**src/rtl/seg_pkg.sv**
```systemverilog
// -----------------------------------------------------------------------------
// seg_pkg
// Shared 7-segment definitions used by the digit driver and the segment reader.
// Keeping the segment table here means both ends of the bus decode and encode
// from the same source.
//   SEG_0..SEG_9, SEG_BLANK : active-low patterns, bit6 = a .. bit0 = g
//   state_e                 : reader FSM states
// -----------------------------------------------------------------------------
package seg_pkg;

  localparam logic [6:0] SEG_0     = 7'b0000001;
  localparam logic [6:0] SEG_1     = 7'b1001111;
  localparam logic [6:0] SEG_2     = 7'b0010010;
  localparam logic [6:0] SEG_3     = 7'b0000110;
  localparam logic [6:0] SEG_4     = 7'b1001100;
  localparam logic [6:0] SEG_5     = 7'b0100100;
  localparam logic [6:0] SEG_6     = 7'b0100000;
  localparam logic [6:0] SEG_7     = 7'b0001101;
  localparam logic [6:0] SEG_8     = 7'b0000000;
  localparam logic [6:0] SEG_9     = 7'b0000100;
  localparam logic [6:0] SEG_BLANK = 7'b1111111;

  typedef enum logic {
    LOCKED = 1'b0,
    SETTLE = 1'b1
  } state_e;

endpackage

```
**src/rtl/seg_pattern_lookup.sv**
```systemverilog
// -----------------------------------------------------------------------------
// seg_pattern_lookup
// Combinational decode of an active-low 7-segment pattern back to a BCD digit.
// Ports:
//   seg_i     in  7  segment pattern, active-low, bit6 = a .. bit0 = g
//   digit_o   out 4  decoded digit 0..9 (0 when blank or illegal)
//   blank_o   out 1  pattern is all segments off
//   illegal_o out 1  pattern is neither a digit nor blank
// -----------------------------------------------------------------------------
module seg_pattern_lookup
  import seg_pkg::*;
(
  input  logic [6:0] seg_i,
  output logic [3:0] digit_o,
  output logic       blank_o,
  output logic       illegal_o
);

  always_comb begin
    digit_o   = 4'd0;
    blank_o   = 1'b0;
    illegal_o = 1'b0;
    case (seg_i)
      SEG_0:     digit_o = 4'd0;
      SEG_1:     digit_o = 4'd1;
      SEG_2:     digit_o = 4'd2;
      SEG_3:     digit_o = 4'd3;
      SEG_4:     digit_o = 4'd4;
      SEG_5:     digit_o = 4'd5;
      SEG_6:     digit_o = 4'd6;
      SEG_7:     digit_o = 4'd7;
      SEG_8:     digit_o = 4'd8;
      SEG_9:     digit_o = 4'd9;
      SEG_BLANK: blank_o = 1'b1;
      default:   illegal_o = 1'b1;
    endcase
  end

endmodule

```
**src/rtl/segment_reader.sv**
```systemverilog
// -----------------------------------------------------------------------------
// segment_reader
// Receiving end of the 7-segment digit interface. Samples the active-low bus,
// waits for STABLE_CYCLES identical samples, then decodes the pattern and
// reports it once with a single-cycle valid pulse. Patterns that change before
// settling are counted in a saturating glitch counter.
// FSM states:
//   LOCKED | current sample already reported, nothing pending
//   SETTLE | a new pattern is being counted towards stability
// Ports:
//   clk          in  1         rising-edge clock
//   reset        in  1         synchronous, active-high
//   display      in  7         segment bus, active-low, bit6 = a .. bit0 = g
//   number       out 4         last decoded digit
//   flag         out 1         last committed pattern was blank
//   error        out 1         last committed pattern was illegal
//   valid        out 1         one-cycle pulse when number/flag/error update
//   glitch_count out GLITCH_W  abandoned patterns, saturating
// -----------------------------------------------------------------------------
module segment_reader
  import seg_pkg::*;
#(
  parameter int STABLE_CYCLES = 4,
  parameter int CNT_W         = 3,
  parameter int GLITCH_W      = 4
) (
  input  logic                clk,
  input  logic                reset,
  input  logic [6:0]          display,
  output logic [3:0]          number,
  output logic                flag,
  output logic                error,
  output logic                valid,
  output logic [GLITCH_W-1:0] glitch_count
);

  localparam logic [CNT_W-1:0]    STABLE_C   = CNT_W'(STABLE_CYCLES);
  localparam logic [CNT_W-1:0]    CNT_ONE    = CNT_W'(1);
  localparam logic [GLITCH_W-1:0] GLITCH_ONE = GLITCH_W'(1);

  state_e              state_q, state_d;
  logic [6:0]          samp_q, samp_d;
  logic [CNT_W-1:0]    cnt_q, cnt_d;
  logic [3:0]          number_q, number_d;
  logic                flag_q, flag_d;
  logic                error_q, error_d;
  logic                valid_q, valid_d;
  logic [GLITCH_W-1:0] glitch_q, glitch_d;

  logic                match;
  logic                commit;
  logic [CNT_W-1:0]    cnt_sat;
  logic [3:0]          lk_digit;
  logic                lk_blank;
  logic                lk_illegal;

  // Decode the live bus: on every commit it either equals samp_q (stable
  // path) or is the freshly changed pattern (single-sample configuration).
  seg_pattern_lookup u_lookup (
    .seg_i     (display),
    .digit_o   (lk_digit),
    .blank_o   (lk_blank),
    .illegal_o (lk_illegal)
  );

  always_ff @(posedge clk) begin
    if (reset) begin
      state_q  <= LOCKED;
      samp_q   <= SEG_BLANK;
      cnt_q    <= '0;
      number_q <= 4'd0;
      flag_q   <= 1'b1;
      error_q  <= 1'b0;
      valid_q  <= 1'b0;
      glitch_q <= '0;
    end else begin
      state_q  <= state_d;
      samp_q   <= samp_d;
      cnt_q    <= cnt_d;
      number_q <= number_d;
      flag_q   <= flag_d;
      error_q  <= error_d;
      valid_q  <= valid_d;
      glitch_q <= glitch_d;
    end
  end

  always_comb begin
    match    = (display == samp_q);
    // Counter saturates at STABLE_CYCLES so a held pattern never wraps.
    cnt_sat  = (cnt_q >= STABLE_C) ? STABLE_C : (cnt_q + CNT_ONE);
    cnt_d    = match ? cnt_sat : CNT_ONE;
    samp_d   = display;
    state_d  = state_q;
    glitch_d = glitch_q;
    commit   = 1'b0;

    case (state_q)
      LOCKED: begin
        if (!match) begin
          if (STABLE_CYCLES == 1) commit  = 1'b1;
          else                    state_d = SETTLE;
        end
      end
      SETTLE: begin
        if (match) begin
          if (cnt_d == STABLE_C) begin
            commit  = 1'b1;
            state_d = LOCKED;
          end
        end else begin
          if (glitch_q != '1) glitch_d = glitch_q + GLITCH_ONE;
          if (STABLE_CYCLES == 1) begin
            commit  = 1'b1;
            state_d = LOCKED;
          end
        end
      end
      default: state_d = LOCKED;
    endcase

    number_d = number_q;
    flag_d   = flag_q;
    error_d  = error_q;
    valid_d  = commit;
    if (commit) begin
      if (lk_illegal) begin
        error_d = 1'b1;
        flag_d  = 1'b0;
      end else if (lk_blank) begin
        flag_d  = 1'b1;
        error_d = 1'b0;
      end else begin
        number_d = lk_digit;
        flag_d   = 1'b0;
        error_d  = 1'b0;
      end
    end
  end

  assign number       = number_q;
  assign flag         = flag_q;
  assign error        = error_q;
  assign valid        = valid_q;
  assign glitch_count = glitch_q;

endmodule

```
**config.mk**
```make
export PLATFORM = sky130hd
export DESIGN_NAME = segment_reader
export DESIGN_NICKNAME = d
export VERILOG_FILES = /design/src/rtl/seg_pkg.sv /design/src/rtl/seg_pattern_lookup.sv /design/src/rtl/segment_reader.sv
export SDC_FILE = /design/constraint.sdc
export NUM_CORES = 1
export LEC_CHECK = 0
export ABC_AREA = 1
export CAP_MARGIN = 15
export CORE_UTILIZATION = 48
export CTS_CLUSTER_SIZE = 12
export DETAILED_ROUTE_END_ITERATION = 16
export PLACE_DENSITY = 0.83
export REMOVE_ABC_BUFFERS = 1
export SKIP_CTS_REPAIR_TIMING = 1
export SLEW_MARGIN = 20
export SYNTH_ARGS = -nofsm -noshare
export SYNTH_HDL_FRONTEND = slang
export SYNTH_SLANG_ARGS = --single-unit
```
**constraint.sdc**
```tcl
create_clock -name clk -period 1.7 [get_ports clk]
set_input_delay 0.51 -clock clk [delete_from_list [all_inputs] [get_ports clk]]
set_output_delay 0.51 -clock clk [all_outputs]
set_load 0.03 [all_outputs]
```
==> results of run 1 <==
## logic make-up (layout without fill, tap and decap cells)
kind of cell	Yosys count	count (layout)	synth area share, %
DFF	22	22	34.48
adders and majority gates	3	3	2.939
and+or+nand+nor	124	124	44.27
AOI/OAI and AO/OA	15	15	5.876
buffers and inverters	35	82	11.07
xor gates and xnor gates	2	2	1.371
## critical path, stage by stage
cell and delay [ns]:
sky130_fd_sc_hd__dlymetal6s2s_1 0.20, sky130_fd_sc_hd__xnor2_1 0.21, sky130_fd_sc_hd__nand3_1 0.16, sky130_fd_sc_hd__nor2_4 0.19, sky130_fd_sc_hd__nand4_1 0.17, sky130_fd_sc_hd__nor2_2 0.19
sky130_fd_sc_hd__nand3_1 0.09, sky130_fd_sc_hd__nand2_1 0.08, sky130_fd_sc_hd__nor2_1 0.04
## final timing paths
| kind | to | start | slack, ns |
|---|---|---|---|
| worst min-delay path | samp_q[2] | display[2] | 0.47 |
| worst max register to register | number[0] | cnt_q[1] | 0.13 |
| worst max-delay path | number[0] | display[0] | 0.08 |
| worst min register to register | flag | flag | 0.48 |
## placed cells by master (no fill, tap or decap), types with 5 or more instances in the layout
cell type,count
sky130_fd_sc_hd__a21oi_1,10
sky130_fd_sc_hd__buf_4,25
sky130_fd_sc_hd__dfxtp_1,18
sky130_fd_sc_hd__dlymetal6s2s_1,15
sky130_fd_sc_hd__inv_1,25
sky130_fd_sc_hd__inv_2,8
sky130_fd_sc_hd__nand2_1,53
sky130_fd_sc_hd__nand2_2,5
sky130_fd_sc_hd__nand3_1,15
sky130_fd_sc_hd__nor2_1,28
sky130_fd_sc_hd__nor2_2,6
sky130_fd_sc_hd__nor2_4,5
sky130_fd_sc_hd__nor3_1,5
## report_power, final
part           leakage [uW]  total [uW]  switching (uW)  internal, uW
Clock             0.0000210         291             160           131
Combinational      0.000899         181             107          74.4
Sequential         0.000181         546            12.8           533
## cell type report
| class | count | share of cell area (%) |
|---|---|---|
| clock buffer | 4 | 2.047 |
| multi-input combinational | 144 | 40.93 |
| timing repair buffer | 44 | 22.58 |
| inverter | 34 | 7.198 |
| sequential | 22 | 25.12 |
| tap | 30 | 2.117 |
## sequential cells by signal (all words and copies together) (netlist names)
register / cells
state_q: 1
error: 1
flag: 1
glitch_count: 4
valid: 1
samp_q: 7
number: 4
cnt_q: 3
## per-layer routing
layer  part of all wire, %  routed length (um)
met1                    48                1455
met2                    48                1450
met3                   3.1                  95
met4                   1.1                  34
met5                     0                   0
## through the flow
step	setup slack, ns	utilization (%)	area [um2]
after floorplan	0.1655	-	1264
after global placement	-0.5033	66.27	1657
after detailed placement	-0.5316	66.27	1657
after CTS	-0.2249	67.72	1693
after global routing	-0.05550	70.92	1773
final	0.07868	70.92	1773
==> results.txt, run 1 <==
status - complete, no violations
Synth Instances - 201
Min-Delay Path Class - primary input to register
most common cell in the netlist - sky130_fd_sc_hd__nand2_1
Routed wire per std cell - 10.92 um
Detail Placement HPWL - 2221 um
area share of the largest cell type after synthesis - 34.48%
main flop type after synthesis - sky130_fd_sc_hd__dfxtp_1
clock root buffer - sky130_fd_sc_hd__clkbuf_4
total wirelength of the detailed-routed design - 3036 um
area delta synth->final - 38.79%
number of filler cells placed in the layout - 213
summed negative setup slack over all endpoints - 0 ns
Synth Area per Inst - 6.356 um2
register cell area after layout - 445.4 um2
final-layout worst hold slack - 0.4733 ns
final layout net count - 261
fraction of final layout cells sized beyond drive strength 1 - 26.21%
remaining antenna violation count - 0
final period utilization - 95.37%
last weighted congestion value of the routability-driven placer - 0.8649
Critical Path Source Type - primary input
Sinks on Clock Net - 22
most area-consuming cells after synthesis - sky130_fd_sc_hd__dfxtp_1 34%, sky130_fd_sc_hd__nand2_1 16%, sky130_fd_sc_hd__nor2_1 8.8%
maximum number of pins on one net before global-route repair - 13
number of antenna violations at the first check in global routing - 0
total core area - 2500 um2
critical-path maximum fanout - 5
clock tree skew after final layout - 0.003292 ns
remaining global-route overflow - 0
non-filler cells, final - 278
maximum number of buffers from clock root to sink - 2
final number of max-transition violations - 0
EDFF count, synth - 0
number of endpoints failing setup at the final stage - 0
met1 usage in global routing - 28.60%
worst-case vdd ir drop - 0.0004937 V
Most Used Layer, Global Route - met2
kind of critical path - primary input to register
Worst setup EP type - register
buffers added on ports - 19
number of antenna diodes - 0
worst-case reg-to-reg path depth - 10
Synth area leader - sky130_fd_sc_hd__dfxtp_1
die span in x - 53.59 um
slew at the pin with the worst max-slew slack - 0.3314 ns
post-layout min period - 1.621 ns
number of buffers created by CTS - 3
gr usage total - 23.38%
wire length of the first global-routing pass - 4933 um
sequential cell area fraction in the yosys report - 34.48%
number of detailed-route iterations in the first pass - 4
remaining design rule violation count - 0
starting utilization of the core area - 51.10%
vertical die dimension - 53.59 um
met3 GRT Util - 5.367%
via count of the first global-routing pass - 1180
area of the mapped netlist - 1277 um2
# rows - 18
Synth top cells by count - 55 x sky130_fd_sc_hd__nand2_1, 30 x sky130_fd_sc_hd__nor2_1, 27 x sky130_fd_sc_hd__inv_1, 22 x sky130_fd_sc_hd__dfxtp_1, 15 x sky130_fd_sc_hd__nand3_1
placed instance count - 271
clock-pin slew on the worst setup and hold paths - 0.12 ns
TritonCTS clock tree - built
async set or reset register ratio after synthesis - 0%
final-report hold violation count - 0
top-level I/O count - 20
number of distinct library cell variants in the gate-level netlist after synthesis - 20
H-tree level count - 1
area of the multi-input gates - 725.7 um2
number of cells on the worst hold path - 3
highest achievable clock rate - 616.8 MHz
First DRT Iteration DRCs - 23
Req. time, crit path - 1.92 ns
CP Data Arrival Time - 1.84 ns
reported max-cap violation count - 0
worst slew margin relative to its limit - 77.87%
Yosys warning total - 0
DR vias - 1323
DIE AREA - 2872 um2
ratio of routed vias to standard cells - 4.759
GR Util met2 - 41.88%
PwrDens - 574.1 nW/um2
Synth Register Bits - 22
leakage power summed over all cells - 0.001101 uW
Worst-Skew Late Latency - 0.31 ns
Pwr Total - 1018 uW
No activity file was read; power rests on OpenSTA's default activity.
==> run 2: changes to the inputs <==
SLEW_MARGIN = not set   (was 20)
==> results of run 2 <==
No change in the layout: final DEF, timing and power equal those of run 1.
==> run 3: changes to the inputs <==
CORE_MARGIN = 2   (was not set)
==> results.txt, run 3 (synthesis results as in run 1) <==
highest-count cells in the layout ignoring fill and taps - 53 x sky130_fd_sc_hd__nand2_1, 26 x sky130_fd_sc_hd__inv_1, 25 x sky130_fd_sc_hd__nor2_1
Routed wire per std cell - 10.42 um (-4.6%)
final worst setup slack - 0.06163 ns (-0.01705 ns)
number of endpoints failing setup at the final stage - 0 (unchanged)
register-to-register path setup slack - 0.08 ns (-0.05 ns)
fraction of final layout cells sized beyond drive strength 1 - 26.83% (+0.62 points)
summed negative setup slack over all endpoints - 0 ns (unchanged)
Worst setup EP type - register
start point of the worst min-delay path - display[2]
worst path buffer plus inverter count - 1 (unchanged)
cell-by-cell listing of the critical path - dlymetal6s2s_1, xnor2_1, nand3_1, nor2_4, nand4_1, nor2_2, nand3_1, nand2_1, nor2_1
number of filler cells placed in the layout - 196 (-8.0%)
worst slew margin relative to its limit - 77.65% (-0.22 points)
Min-Delay Path Class - primary input to register
Worst-Skew Late Latency - 0.30 ns (about the same)
leading cell type in the layout, fill and taps excluded - sky130_fd_sc_hd__nand2_1
most used cell along the critical path - sky130_fd_sc_hd__nand3_1
total wirelength of the detailed-routed design - 2876 um (-5.3%)
number of antenna violations at the first check in global routing - 0 (unchanged)
maximum number of buffers from clock root to sink - 2 (unchanged)
First DRT Iteration DRCs - 47 (+100%)
CP Data Arrival Time - 1.85 ns (about the same)
TritonCTS clock tree - built
# rows - 18 (unchanged)
CP delay by family, top - simple AND/OR/NAND/NOR gates
H-tree level count - 1 (unchanged)
maximum number of pins on one net before global-route repair - 13 (unchanged)
leakage power summed over all cells - 0.001084 uW (-1.6%)
Critical R2R Launch - cnt_q[0]
critical-path maximum fanout - 6 (+1)
top-level I/O count - 20 (unchanged)
kind of critical path - primary input to register
DIE AREA - 3090 um2 (+7.6%)
Critical Path Source Type - primary input
final layout net count - 259 (-0.77%)
clock tree skew after final layout - 0.004536 ns (+0.001244 ns)
remaining design rule violation count - 0 (unchanged)
last weighted congestion value of the routability-driven placer - 0.9290 (+7.4%)
via count of the first global-routing pass - 1126 (-4.6%)
met3 GRT Util - 4.419% (-0.95 points)
final instance area - 1767 um2 (-0.35%)
Detail Placement HPWL - 2143 um (-3.5%)
number of cells on the worst hold path - 3 (unchanged)
Post-DP Area - 1657 um2 (unchanged)
starting utilization of the core area - 51.10% (unchanged)
final number of max-transition violations - 0 (unchanged)
clock-pin slew on the worst setup and hold paths - 0.12 ns (about the same)
number of antenna diodes - 0 (unchanged)
remaining antenna violation count - 0 (unchanged)
number of buffers created by CTS - 3 (unchanged)
delay of the slowest critical-path stage - 0.26 ns (+0.05 ns)
highest achievable clock rate - 610.4 MHz (-1.0%)
slew at the pin with the worst max-slew slack - 0.3347 ns (+0.003250 ns)
gr usage total - 18.73% (-4.7 points)
clock root buffer - sky130_fd_sc_hd__clkbuf_4
register name with the most flops - samp_q
Min-Delay Endpoint - samp_q[2]
die span in x - 55.59 um (+3.7%)
final-report hold violation count - 0 (unchanged)
GR Util met2 - 31.46% (-10 points)
master of the slowest instance on the critical path - sky130_fd_sc_hd__dlymetal6s2s_1
met1 usage in global routing - 24.32% (-4.3 points)
worst slack at placement - -0.5354 ns (-0.003761 ns)
reported max-cap violation count - 0 (unchanged)
number of detailed-route iterations in the first pass - 4 (unchanged)
post-layout min period - 1.638 ns (+0.01705 ns)
worst-case reg-to-reg path depth - 10 (unchanged)
status - complete, no violations
area delta synth->final - 38.30%
buffers added on ports - 19 (unchanged)
Sinks on Clock Net - 22 (unchanged)
worst-case vdd ir drop - 0.0005468 V (+11%)
vertical die dimension - 55.59 um (+3.7%)
Req. time, crit path - 1.91 ns (about the same)
setup repair after global routing missed its margin - yes
PwrDens - 569.4 nW/um2 (-0.81%)
ratio of routed vias to standard cells - 4.725 (-0.72%)
endpoint of the worst register-to-register path - number[3]
wire length of the first global-routing pass - 4761 um (-3.5%)
final period utilization - 96.38% (+1.0 points)
DR vias - 1304 (-1.4%)
total core area - 2500 um2 (unchanged)
remaining global-route overflow - 0 (unchanged)
number of flip-flops in the largest register - 7 (unchanged)
Most Used Layer, Global Route - met2
## run 3: cell types whose count changed in the layout (fill, tap and decap cells not counted), sizes merged
cell / change
buf: -2
clkbuf: +1
dlymetal6s2s: -1
## run 3: per-layer routing
metal,routed length [um],share of wire [%],vias up
li1,-,-,711
met4,32,1.1,0
met5,0,0,-
met3,138,4.8,4
met2,1341,47,33
met1,1364,47,556
## run 3: power by group
group	total, uW	internal (uW)	switching (uW)
Clock	283	131	152
Combinational	177	72.3	105
Sequential	546	533	13.6
## run 3: final cells by class
class	count	area [um2]	area share [%]
Multi-Input combinational cell	144	742.0	42.00
Sequential cell	22	445.4	25.21
Timing Repair Buffer	42	377.9	21.39
Inverter	34	127.6	7.224
Tap cell	30	37.54	2.125
Clock buffer	4	36.28	2.054
## run 3: tightest hold or removal path: stages
cell	delay [ns]
sky130_fd_sc_hd__clkbuf_2	0.12
sky130_fd_sc_hd__inv_1	0.07
sky130_fd_sc_hd__nand2_1	0.06
## run 3: worst max-delay path by stage
| stage | start | endpoint | slack [ns] | cells after the start |
|---|---|---|---|---|
| after CTS | glitch_count[3] | glitch_count[3] | -0.23 | 1 |
| after floorplan | display[6] | number[1] | 0.17 | 12 |
| after global routing | display[1] | number[3] | -0.06 | 12 |
| after detailed placement | display[6] | number[1] | -0.54 | 13 |
| final | display[0] | number[3] | 0.06 | 9 |
| after global placement | display[1] | number[1] | -0.51 | 12 |
## run 3: through the flow
step           total power (uW)  hold slack (ns)  cells  utilization, %
2_1_floorplan             646.5           0.5125    200               -
3_3_place_gp              725.8           0.4720    271           66.27
5_1_grt                    1058           0.4931    276           70.67
4_1_cts                    1015           0.4903    275           67.72
6_report                   1006           0.4852    276           70.67
3_5_place_dp              728.1           0.4624    271           66.27
